[src/rtl/frv_pipeline_fifo.sv]
// Elastic DEPTH-entry FIFO between two pipeline stages using a valid/busy handshake on both sides.
// Define FRV_PIPE_FIFO_BYPASS_EN to let a payload reach an empty buffer's output in the same cycle.
module frv_pipeline_fifo #(
  parameter int RLEN  = 8,
  parameter int DEPTH = 2,
  parameter int CW    = $clog2(DEPTH + 1)
) (
  input  logic            g_clk,
  input  logic            g_reset,
  input  logic            flush,
  input  logic [RLEN-1:0] i_data,
  input  logic            i_valid,
  output logic            o_busy,
  output logic [RLEN-1:0] mr_data,
  output logic [RLEN-1:0] o_data,
  output logic            o_valid,
  input  logic            i_busy,
  output logic [CW-1:0]   count
);

  localparam int            PW     = (DEPTH > 1) ? $clog2(DEPTH) : 1;
  localparam logic [CW-1:0] FULL_C = CW'(DEPTH);
  localparam logic [PW-1:0] LAST_C = PW'(DEPTH - 1);

  logic [RLEN-1:0] mem_q [DEPTH];
  logic [RLEN-1:0] mem_d [DEPTH];
  logic [PW-1:0]   wr_ptr_q, wr_ptr_d;
  logic [PW-1:0]   rd_ptr_q, rd_ptr_d;
  logic [CW-1:0]   count_q, count_d;
  logic [RLEN-1:0] mr_data_q, mr_data_d;

  logic empty;
  logic full;
  logic byp_valid;
  logic push;
  logic pop;
  logic store;
  logic drain;

  always_comb begin
    empty = (count_q == '0);
    full  = (count_q == FULL_C);
`ifdef FRV_PIPE_FIFO_BYPASS_EN
    byp_valid = empty && i_valid && !flush;
`else
    byp_valid = 1'b0;
`endif
    o_busy  = full;
    o_valid = !flush && (!empty || byp_valid);
`ifdef FRV_PIPE_FIFO_BYPASS_EN
    if (!empty) begin
      o_data = mem_q[rd_ptr_q];
    end else if (byp_valid) begin
      o_data = i_data;
    end else begin
      o_data = '0;
    end
`else
    o_data = empty ? '0 : mem_q[rd_ptr_q];
`endif
    push  = i_valid && !full && !flush;
    pop   = o_valid && !i_busy;
    // A bypassed payload is consumed in the same cycle and never touches storage.
    store = push && !(byp_valid && pop);
    drain = pop && !empty;
  end

  always_comb begin
    mem_d     = mem_q;
    wr_ptr_d  = wr_ptr_q;
    rd_ptr_d  = rd_ptr_q;
    count_d   = count_q;
    mr_data_d = mr_data_q;

    if (push) begin
      mr_data_d = i_data;
    end
    if (store) begin
      mem_d[wr_ptr_q] = i_data;
      wr_ptr_d        = (wr_ptr_q == LAST_C) ? '0 : wr_ptr_q + PW'(1);
    end
    if (drain) begin
      rd_ptr_d = (rd_ptr_q == LAST_C) ? '0 : rd_ptr_q + PW'(1);
    end

    case ({store, drain})
      2'b10:   count_d = count_q + CW'(1);
      2'b01:   count_d = count_q - CW'(1);
      default: count_d = count_q;
    endcase

    // Storage contents are left in place on flush; resetting the pointers is enough.
    if (flush) begin
      wr_ptr_d = '0;
      rd_ptr_d = '0;
      count_d  = '0;
    end
  end

  always_ff @(posedge g_clk) begin
    if (g_reset) begin
      for (int i = 0; i < DEPTH; i++) begin
        mem_q[i] <= '0;
      end
      wr_ptr_q  <= '0;
      rd_ptr_q  <= '0;
      count_q   <= '0;
      mr_data_q <= '0;
    end else begin
      mem_q     <= mem_d;
      wr_ptr_q  <= wr_ptr_d;
      rd_ptr_q  <= rd_ptr_d;
      count_q   <= count_d;
      mr_data_q <= mr_data_d;
    end
  end

  assign count   = count_q;
  assign mr_data = mr_data_q;

endmodule

[config.mk]
export PLATFORM = sky130hd
export DESIGN_NAME = frv_pipeline_fifo
export DESIGN_NICKNAME = d
export VERILOG_FILES = /design/src/rtl/frv_pipeline_fifo.sv
export SDC_FILE = /design/constraint.sdc
export NUM_CORES = 1
export LEC_CHECK = 0
export ABC_AREA = 1
export BUFFER_PORTS_ARGS = -buffer_cell sky130_fd_sc_hd__buf_2
export CAP_MARGIN = 20
export CORE_AREA = 2 2 66 68
export DETAILED_ROUTE_END_ITERATION = 8
export DIE_AREA = 0 0 68 70
export SYNTH_ARGS = -nofsm -noshare
export SYNTH_HDL_FRONTEND = slang
export SYNTH_SLANG_ARGS = --single-unit
[constraint.sdc]
create_clock -name g_clk -period 2.2 [get_ports g_clk]
set_input_delay 0.44 -clock g_clk [delete_from_list [all_inputs] [get_ports g_clk]]
set_output_delay 0.44 -clock g_clk [all_outputs]
set_load 0.1 [all_outputs]
==> results of run 1 <==
-- area by class of cell --
type	count	area, um2	area share, %
clock buffers	4	55.1	2.94
inverters	51	191	10.2
multi-input cells	129	738	39.5
flip-flops and latches	28	563	30.1
well taps	52	65.1	3.48
repair buffers	34	258	13.8
-- worst min-delay path by stage --
stage,start,end,slack (ns),cells after the start
5_1_grt,i_data[7],mr_data[7],0.46,3
4_1_cts,i_data[3],mr_data[3],0.44,3
2_1_floorplan,mem_q[13],mem_q[13],0.48,4
3_3_place_gp,mr_data[0],mr_data[0],0.45,2
6_report,i_data[7],mr_data[7],0.44,3
3_5_place_dp,mr_data[6],mr_data[6],0.45,2
-- power by group through the flow --
stage	sequential (mW)	combinational [mW]	clock [mW]
6_report	0.539	0.216	0.316
5_1_grt	0.542	0.237	0.344
4_1_cts	0.539	0.217	0.330
3_5_place_dp	0.551	0.216	0
3_3_place_gp	0.550	0.215	0
2_1_floorplan	0.603	0.121	0
-- synthesized netlist by cell type, drive strengths merged --
cell type,n,area share (%)
a21oi,19,6.5
buf,6,4.2
clkbuf,2,0.51
clkinv,1,0.26
dfxtp,28,38
ha,1,0.85
inv,50,13
nand2,47,13
nand3,13,6.1
nand4,16,6.8
nor2,22,6.7
nor3,1,0.34
o21ai,8,2.7
or2,1,0.43
xor2,1,0.60
-- metal layers --
metal	track usage, %	up-vias	part of all wire (%)
li1	-	731	-
met5	0	-	0
met1	21.8	545	53
met2	20.1	24	42
met3	1.93	2	3.7
met4	4.00	0	0.90
-- state kept, by name (all words and copies together), names as in the netlist --
name,cells
mr_data,8
mem_q,16
wr_ptr_q,1
count,2
rd_ptr_q,1
-- cell families (layout without fill, tap and decap cells) --
logic type	Yosys count	in the layout	share of synthesized area, %
buffers and inverters	59	89	17.7
AND/OR/NAND/NOR	100	100	33.4
adder cells (fa/ha/maj)	1	1	0.853
XOR/XNOR	1	1	0.597
flip-flops	28	28	38.2
AO/OA/AOI/OAI	27	27	9.22
-- stage by stage --
step	power, mW	std cells	util [%]	hold WS, ns	instance area, um2
final	1.07	298	45.1	0.442	1870
after detailed placement	0.767	294	43.6	0.450	1810
after global placement	0.766	294	43.6	0.450	1810
after floorplan	0.724	216	-	0.483	1560
after CTS	1.09	298	45.0	0.440	1860
after global routing	1.12	298	45.1	0.457	1870
-- critical path, cell delays in order, from the launching register on --
cell and delay, ns:
dfxtp_2 0.41, inv_1 0.05, nand2_1 0.22, o21ai_0 0.20, a21oi_4 0.13, clkbuf_4 0.33
-- what timing repair did --
item                                   4_1_cts  5_1_grt
setup endpoints to repair                    0        3
endpoints found under the hold margin        0        0
gates resized for setup                      0        5
==> flow_metrics.tcl, run 1 <==
set metrics [dict create \
    syn_area_um2 1470 \
    remaining_drc_errors 0 \
    rsz0062_at_grt "no" \
    clock-sinks 28 \
    start_util_pct 35.4 \
    cp_max_fo 9 \
    grt_max_degree 29 \
    diodes 0 \
    setup_viol 0 \
    hold_path_class "in2reg" \
    tns_ns 0 \
    cts_max_level 1 \
    total_leakage_power_nw 0.899 \
    cp-start-kind "register" \
    p_comb_share_pct 20.1 \
    cts-root-buf "clkbuf_8" \
    internal_power_mw 0.743 \
    clock_skew_ns 0.00684 \
    tritoncts "built" \
    syn-mean-instance-area_um2 6.79 \
    antenna_found_initial 0 \
    fin_crit_ns 2.07 \
    port_buffers 32 \
    max_slew_margin_pct 67.5 \
    grt_overflow_total 0 \
    dp_hpwl_mm 2.22 \
    r2r_end "count[1]" \
    critPathLaunch "count[1]" \
    cts.path.max_buffers 2 \
    r2r_start "count[0]" \
    drt-pass1-iter-count 4 \
    insertion_delay_ns 0.27 \
    grt_pass1_vias 1151 \
    yosys_register_bits 28 \
    ys_seq_area_share_pct 38.2 \
    critical_path_arrival_ns 1.63 \
    status "finished clean" \
    totalWireLength_mm 3.01 \
    drt_iter0_markers 32 \
    grt_use_total_pct 14.1 \
    place.gp.congestion 0.741 \
    grt_first_pass_wirelength_mm 5.30 \
    worstSetupEndpoint "o_data[6]" \
    synthCells 216 \
    postRouteAntennaNets 0 \
    numCtsBuffers 3 \
    cp_data_required_time_ns 1.76 \
    yosysWarnings 0 \
    final_common_cell "inv_1" \
    path_class "reg2out" \
    layout-drive-gt1-share_pct 23.6 \
    drv_slew 0 \
    vias 1302 \
    path_clk_slew_ns 0.10 \
    worst_slew_pin_slew_ns 0.491 \
    yosysUniqueCellTypes 23 \
    hold_viol_final 0 \
    setup_slack_ns 0.131 \
    pin_count 33 \
    fill_cells 443 \
    vias_per_cell 4.37 \
    rrSetupSlack_ns 0.43 \
    synth_nets 230 \
    place_ws_ns 0.324 \
    max-cap-violations 0 \
    post_cts_buffers 0 \
    r2r.worst_path.cells 7 \
    hold_buffers 0 \
    sw_frac_of_total_pct 30.6 \
    end_kind "output port" \
    fmax_mhz 483 \
    power.share.clock_pct 29.5 \
    fin_crit_sh_pct 94.0 \
    final_nets 261 \
    dieWidth_um 68 \
    p_sw_mw 0.328 \
    routedWlPerCell_um 10.1 \
    die_h_um 70 \
    ir_drop_mv 0.286 \
    rows 24 \
    area_delta_synth_final_pct 27.6 \
    die_area_um2 4760 \
    power_per_cell_area_nw_per_um2 572 \
    core_um2 4140 \
    layout_common_cells "inv_1, nand2_1, dfxtp_1, buf_2, nor2_1" \
    p_seq_share_pct 50.3 \
]
Note: power is estimated with default switching activity, not from simulation.
==> run 2: changes to the inputs <==
==> constraint.sdc (replaced) <==
create_clock -name g_clk -period 2.2 [get_ports g_clk]
set_input_delay 0.33 -clock g_clk [delete_from_list [all_inputs] [get_ports g_clk]]
set_output_delay 0.33 -clock g_clk [all_outputs]
set_load 0.1 [all_outputs]
==> flow_metrics.tcl, run 2 (synthesis gave the netlist of run 1 again) <==
set metrics [dict create \
    status "finished clean" \
    fin_crit_sh_pct 92.3 \
    cp_data_required_time_ns 1.87 \
    antenna_found_initial 0 \
    crit_buf_inv 2 \
    r2r_start "count[0]" \
    area_delta_synth_final_pct 26.5 \
    power_per_cell_area_nw_per_um2 551 \
    fin_area_um2 1850 \
    cp_max_fo 9 \
    drv_slew 0 \
    totalWireLength_mm 2.95 \
    p_comb_share_pct 21.1 \
    rows 24 \
    hold_buffers 0 \
    setup_viol 0 \
    critical_path_arrival_ns 1.70 \
    pin_count 33 \
    grt_pass1_vias 1093 \
    ir_drop_mv 0.254 \
    grt_overflow_total 0 \
    dieWidth_um 68 \
    fin_crit_ns 2.03 \
    path_class "reg2out" \
    post_cts_buffers 0 \
    critPathMaxStageDelay_ns 0.43 \
    port_buffers 32 \
    hold_path_class "in2reg" \
    cts-root-buf "clkbuf_8" \
    routedWlPerCell_um 9.92 \
    tns_ns 0 \
    layout_common_cells "inv_1, nand2_1, buf_2, dfxtp_1, nor2_1" \
    critPathTopFamily "buffers and inverters" \
    die_area_um2 4760 \
    placed_area_um2 1810 \
    vias_per_cell 4.35 \
    drt_iter0_markers 42 \
    grt_use_total_pct 13.4 \
    fin_util_pct 44.7 \
    final_common_cell "inv_1" \
    min_to "mr_data[2]" \
    hold-worst-slack_ns 0.340 \
    path_clk_slew_ns 0.09 \
    clock-sinks 28 \
    hold_viol_final 0 \
    numCtsBuffers 3 \
    place.gp.congestion 0.712 \
    total_leakage_power_nw 0.893 \
    top_register "mem_q" \
    end_kind "output port" \
    insertion_delay_ns 0.27 \
    dp_hpwl_mm 2.15 \
    sw_frac_of_total_pct 31.0 \
    p_sw_mw 0.317 \
    diodes 0 \
    cts_max_level 1 \
    rrSetupSlack_ns 0.46 \
    tritoncts "built" \
    internal_power_mw 0.705 \
    cts_resized 0 \
    cts.path.max_buffers 2 \
    start_util_pct 35.4 \
    cp.depth 5 \
    rsz0062_at_grt "no" \
    die_h_um 70 \
    largest_reg_flops 16 \
    max_slew_margin_pct 67.6 \
    max-cap-violations 0 \
    grt_first_pass_wirelength_mm 5.08 \
    fmax_mhz 493 \
    p_seq_share_pct 52.7 \
    cp-start-kind "register" \
    power.share.clock_pct 26.2 \
    core_um2 4140 \
    dp_cells 294 \
    r2r.worst_path.cells 7 \
    remaining_drc_errors 0 \
    fill_cells 451 \
    postRouteAntennaNets 0 \
    whs_path_depth 3 \
    r2r_end "count[1]" \
    layout.cells.non_filler 297 \
    slowest_stage "buf_2" \
    min_from "i_data[2]" \
    worst_slew_pin_slew_ns 0.490 \
    grt_max_degree 29 \
    layout-drive-gt1-share_pct 23.3 \
    vias 1293 \
    final_nets 261 \
    clock_skew_ns 0.00444 \
    drt-pass1-iter-count 4 \
    path_cells "inv_2 -> nand2_1 -> o21ai_0 -> a21oi_4 -> buf_2" \
]
-- run 2: layout make-up --
class | count | area, um2 | area share (%)
Multi-Input combinational cell | 129 | 743 | 40.1
Tap cell | 52 | 65.1 | 3.51
Sequential cell | 28 | 563 | 30.4
Timing Repair Buffer | 34 | 250 | 13.5
Inverter | 51 | 191 | 10.3
Clock buffer | 3 | 41.3 | 2.23
-- run 2: metrics by stage --
step | power, mW | setup slack, ns
after global placement | 0.766 | 0.477
after floorplan | 0.724 | 0.158
after detailed placement | 0.767 | 0.448
after CTS | 1.04 | 0.135
final | 1.02 | 0.170
after global routing | 1.08 | 0.0383
-- run 2: metal layers --
layer	vias to the layer above	wire length [um]	GRT usage (%)
li1	728	-	-
met1	538	1620	21.6
met2	25	1190	17.8
met3	2	112	2.74
met4	0	15	3.33
met5	-	0	0
-- run 2: worst max path at each step --
stage | startpoint | end
finish | count[0] | o_data[1]
global route | count[0] | o_data[1]
CTS | count[0] | o_data[1]
detailed placement | count[0] | o_data[1]
global placement | count[0] | o_data[1]
floorplan | count[0] | o_data[2]
-- run 2: power by group through the flow --
| stage | clock network, mW | registers, mW | logic, mW |
|---|---|---|---|
| after floorplan | 0 | 0.603 | 0.121 |
| after global placement | 0 | 0.550 | 0.216 |
| after detailed placement | 0 | 0.551 | 0.217 |
| after CTS | 0.288 | 0.539 | 0.217 |
| after global routing | 0.303 | 0.542 | 0.236 |
| final | 0.267 | 0.539 | 0.216 |
-- run 2: worst min-delay path, stage by stage --
cell and delay, ns:
buf_2 0.11, nand3_1 0.07, a21oi_1 0.06
==> run 3: changes to the inputs <==
--- a/config.mk
+++ b/config.mk
@@ -5,12 +5,11 @@
 export SDC_FILE = /design/constraint.sdc
 export NUM_CORES = 1
 export LEC_CHECK = 0
-export ABC_AREA = 1
 export BUFFER_PORTS_ARGS = -buffer_cell sky130_fd_sc_hd__buf_2
 export CAP_MARGIN = 20
-export CORE_AREA = 2 2 66 68
+export CORE_AREA = 2 2 73 54
 export DETAILED_ROUTE_END_ITERATION = 8
-export DIE_AREA = 0 0 68 70
+export DIE_AREA = 0 0 75 56
 export SYNTH_ARGS = -nofsm -noshare
 export SYNTH_HDL_FRONTEND = slang
 export SYNTH_SLANG_ARGS = --single-unit
==> flow_metrics.tcl, run 3 <==
set metrics [dict create \
    status "finished clean" \
    postRouteAntennaNets 0 \
    hold_buffers 0 \
    synth_nets 155 \
    max_slew_margin_pct 62.0 \
    cp-start-kind "register" \
    fin_crit_ns 2.05 \
    grt_pass1_vias 1084 \
    core_um2 3450 \
    cts-root-buf "clkbuf_8" \
    critical_path_arrival_ns 1.72 \
    drt_iter0_markers 32 \
    final_nets 186 \
    end_kind "output port" \
    crit_buf_inv 2 \
    rsz0062_at_grt "no" \
    critPathTopFamily "buffers and inverters" \
    clock-sinks 28 \
    hold_viol_final 0 \
    yosys.area.top_type "dfxtp_1" \
    yosys_register_bits 28 \
    synth_top_cell_area_share_pct 43.2 \
    synthArstFlopShare_pct 0 \
    cp_max_fo 12 \
    power_per_cell_area_nw_per_um2 614 \
    tns_ns 0 \
    diodes 0 \
    insertion_delay_ns 0.27 \
    synth_area_leaders "dfxtp_1, mux2i_1, nand2b_1" \
    yosysWarnings 0 \
    die_h_um 56 \
    grt_max_degree 34 \
    grt_first_pass_wirelength_mm 5.12 \
    dieWidth_um 75 \
    layout_common_cells "buf_2, dfxtp_1, nand2b_1, mux2i_1" \
    syn-mean-instance-area_um2 9.20 \
    vias_per_cell 4.89 \
    critPathLaunch "count[1]" \
    drt-pass1-iter-count 4 \
    fin_crit_sh_pct 93.2 \
    numCtsBuffers 3 \
    layout-drive-gt1-share_pct 31.8 \
    port_buffers 32 \
    dp_cells 217 \
    tritoncts "built" \
    synthCells 141 \
    top_register "mem_q" \
    setup_viol 0 \
    totalWireLength_mm 2.98 \
    clock_skew_ns 0.00227 \
    largest_reg_flops 16 \
    synth_ff_type "dfxtp_1" \
    cts.path.max_buffers 2 \
    synth_commonest_cells "dfxtp_1, nand2b_1, mux2i_1" \
    pin_count 33 \
    drv_slew 0 \
    r2r_start "count[0]" \
    cts_max_level 1 \
    path_cells "or2b_1 -> inv_2 -> buf_2" \
    worst_slew_pin_slew_ns 0.568 \
    antenna_found_initial 0 \
    area_delta_synth_final_pct 24.5 \
    syn_area_um2 1300 \
    max-cap-violations 0 \
    place.gp.congestion 0.788 \
    vias 1075 \
    routedWlPerCell_um 13.5 \
    slowest_stage "buf_2" \
    ir_drop_mv 0.339 \
    cp_data_required_time_ns 1.87 \
    grt_use_total_pct 15.6 \
    rows 18 \
    min_from "i_data[6]" \
    ys_seq_area_share_pct 43.2 \
    critPathMaxStageDelay_ns 0.47 \
    post_cts_buffers 0 \
    cts_resized 0 \
    remaining_drc_errors 0 \
    start_util_pct 37.7 \
    fmax_mhz 487 \
    layout.cells.non_filler 220 \
    path_clk_slew_ns 0.09 \
    yosysUniqueCellTypes 23 \
    grt_overflow_total 0 \
    dp_hpwl_mm 2.21 \
    hold_path_class "in2reg" \
    path_class "reg2out" \
    die_area_um2 4200 \
    synth_edf_count 0 \
    synth.most_common_cell "dfxtp_1" \
    final_common_cell "buf_2" \
    total_leakage_power_nw 0.656 \
]
run 3: cell count changes after synthesis, moves of 8 or more:
cell      change
a21oi_1       -8
nor2_1       -10
mux2i_1      +24
nand2_1      -43
nand2b_1     +25
nand4_1      -16
inv_1        -48
run 3: kinds of logic (layout without fill, tap and decap cells):
| group | Yosys count | count (layout) | share of synthesized area, % |
|---|---|---|---|
| buffers and inverters | 10 | 39 | 3.47 |
| flip-flops | 28 | 28 | 43.2 |
| multiplexers | 24 | 24 | 18.5 |
| AO/OA/AOI/OAI | 22 | 22 | 8.49 |
| AND/OR/NAND/NOR | 54 | 54 | 24.0 |
| XOR/XNOR | 2 | 2 | 1.35 |
| adder cells (fa/ha/maj) | 1 | 1 | 0.964 |
run 3: layout make-up:
class                      count  area [um2]
sequential                    28         563
multi-input combinational    103         762
inverter                       1        3.75
timing repair buffer          35         183
clock buffer                   3        41.3
tap                           50        62.6
fill                         353        1830
run 3: path summary, 6_finish.rpt:
| check | end | slack, ns | depth (start not counted) |
|---|---|---|---|
| hold reg to reg | mem_q[0] | 0.48 | 2 |
| setup / recovery | o_busy | 0.15 | 3 |
| hold / removal | mr_data[6] | 0.32 | 3 |
| setup reg to reg | mem_q[14] | 0.41 | 4 |
run 3: routing by layer:
layer	global-route usage (%)	vias to the layer above	wire (um)
li1	-	537	-
met1	20.8	510	1360
met2	25.4	26	1450
met3	4.71	2	164
met4	1.53	0	9
met5	0	-	0
run 3: stage by stage:
step	worst slack [ns]	util [%]	instance area (um2)	hold WS, ns	power (mW)
3_5_place_dp	0.384	45.7	1570	0.469	0.732
6_report	0.149	46.9	1620	0.324	0.991
2_1_floorplan	0.0521	-	1370	0.448	0.688
5_1_grt	0.0304	46.9	1620	0.330	1.03
3_3_place_gp	0.457	45.7	1570	0.460	0.728
4_1_cts	0.139	46.9	1620	0.322	1.00
run 3: worst reg2reg max path: cells and delay by family, from the launching register on:
| family | cells | cell delay [ns] |
|---|---|---|
| buffers and inverters | 1 | 0.19 |
| muxes | 1 | 0.26 |
| and+or+nand+nor | 2 | 0.87 |
| DFF | 1 | 0.39 |
run 3: power breakdown:
| part | internal, mW | switching, mW | leakage [nW] | total [mW] |
|---|---|---|---|---|
| registers | 0.524 | 0.0113 | 0.229 | 0.536 |
| logic | 0.0503 | 0.133 | 0.406 | 0.183 |
| clock network | 0.123 | 0.150 | 0.0216 | 0.273 |
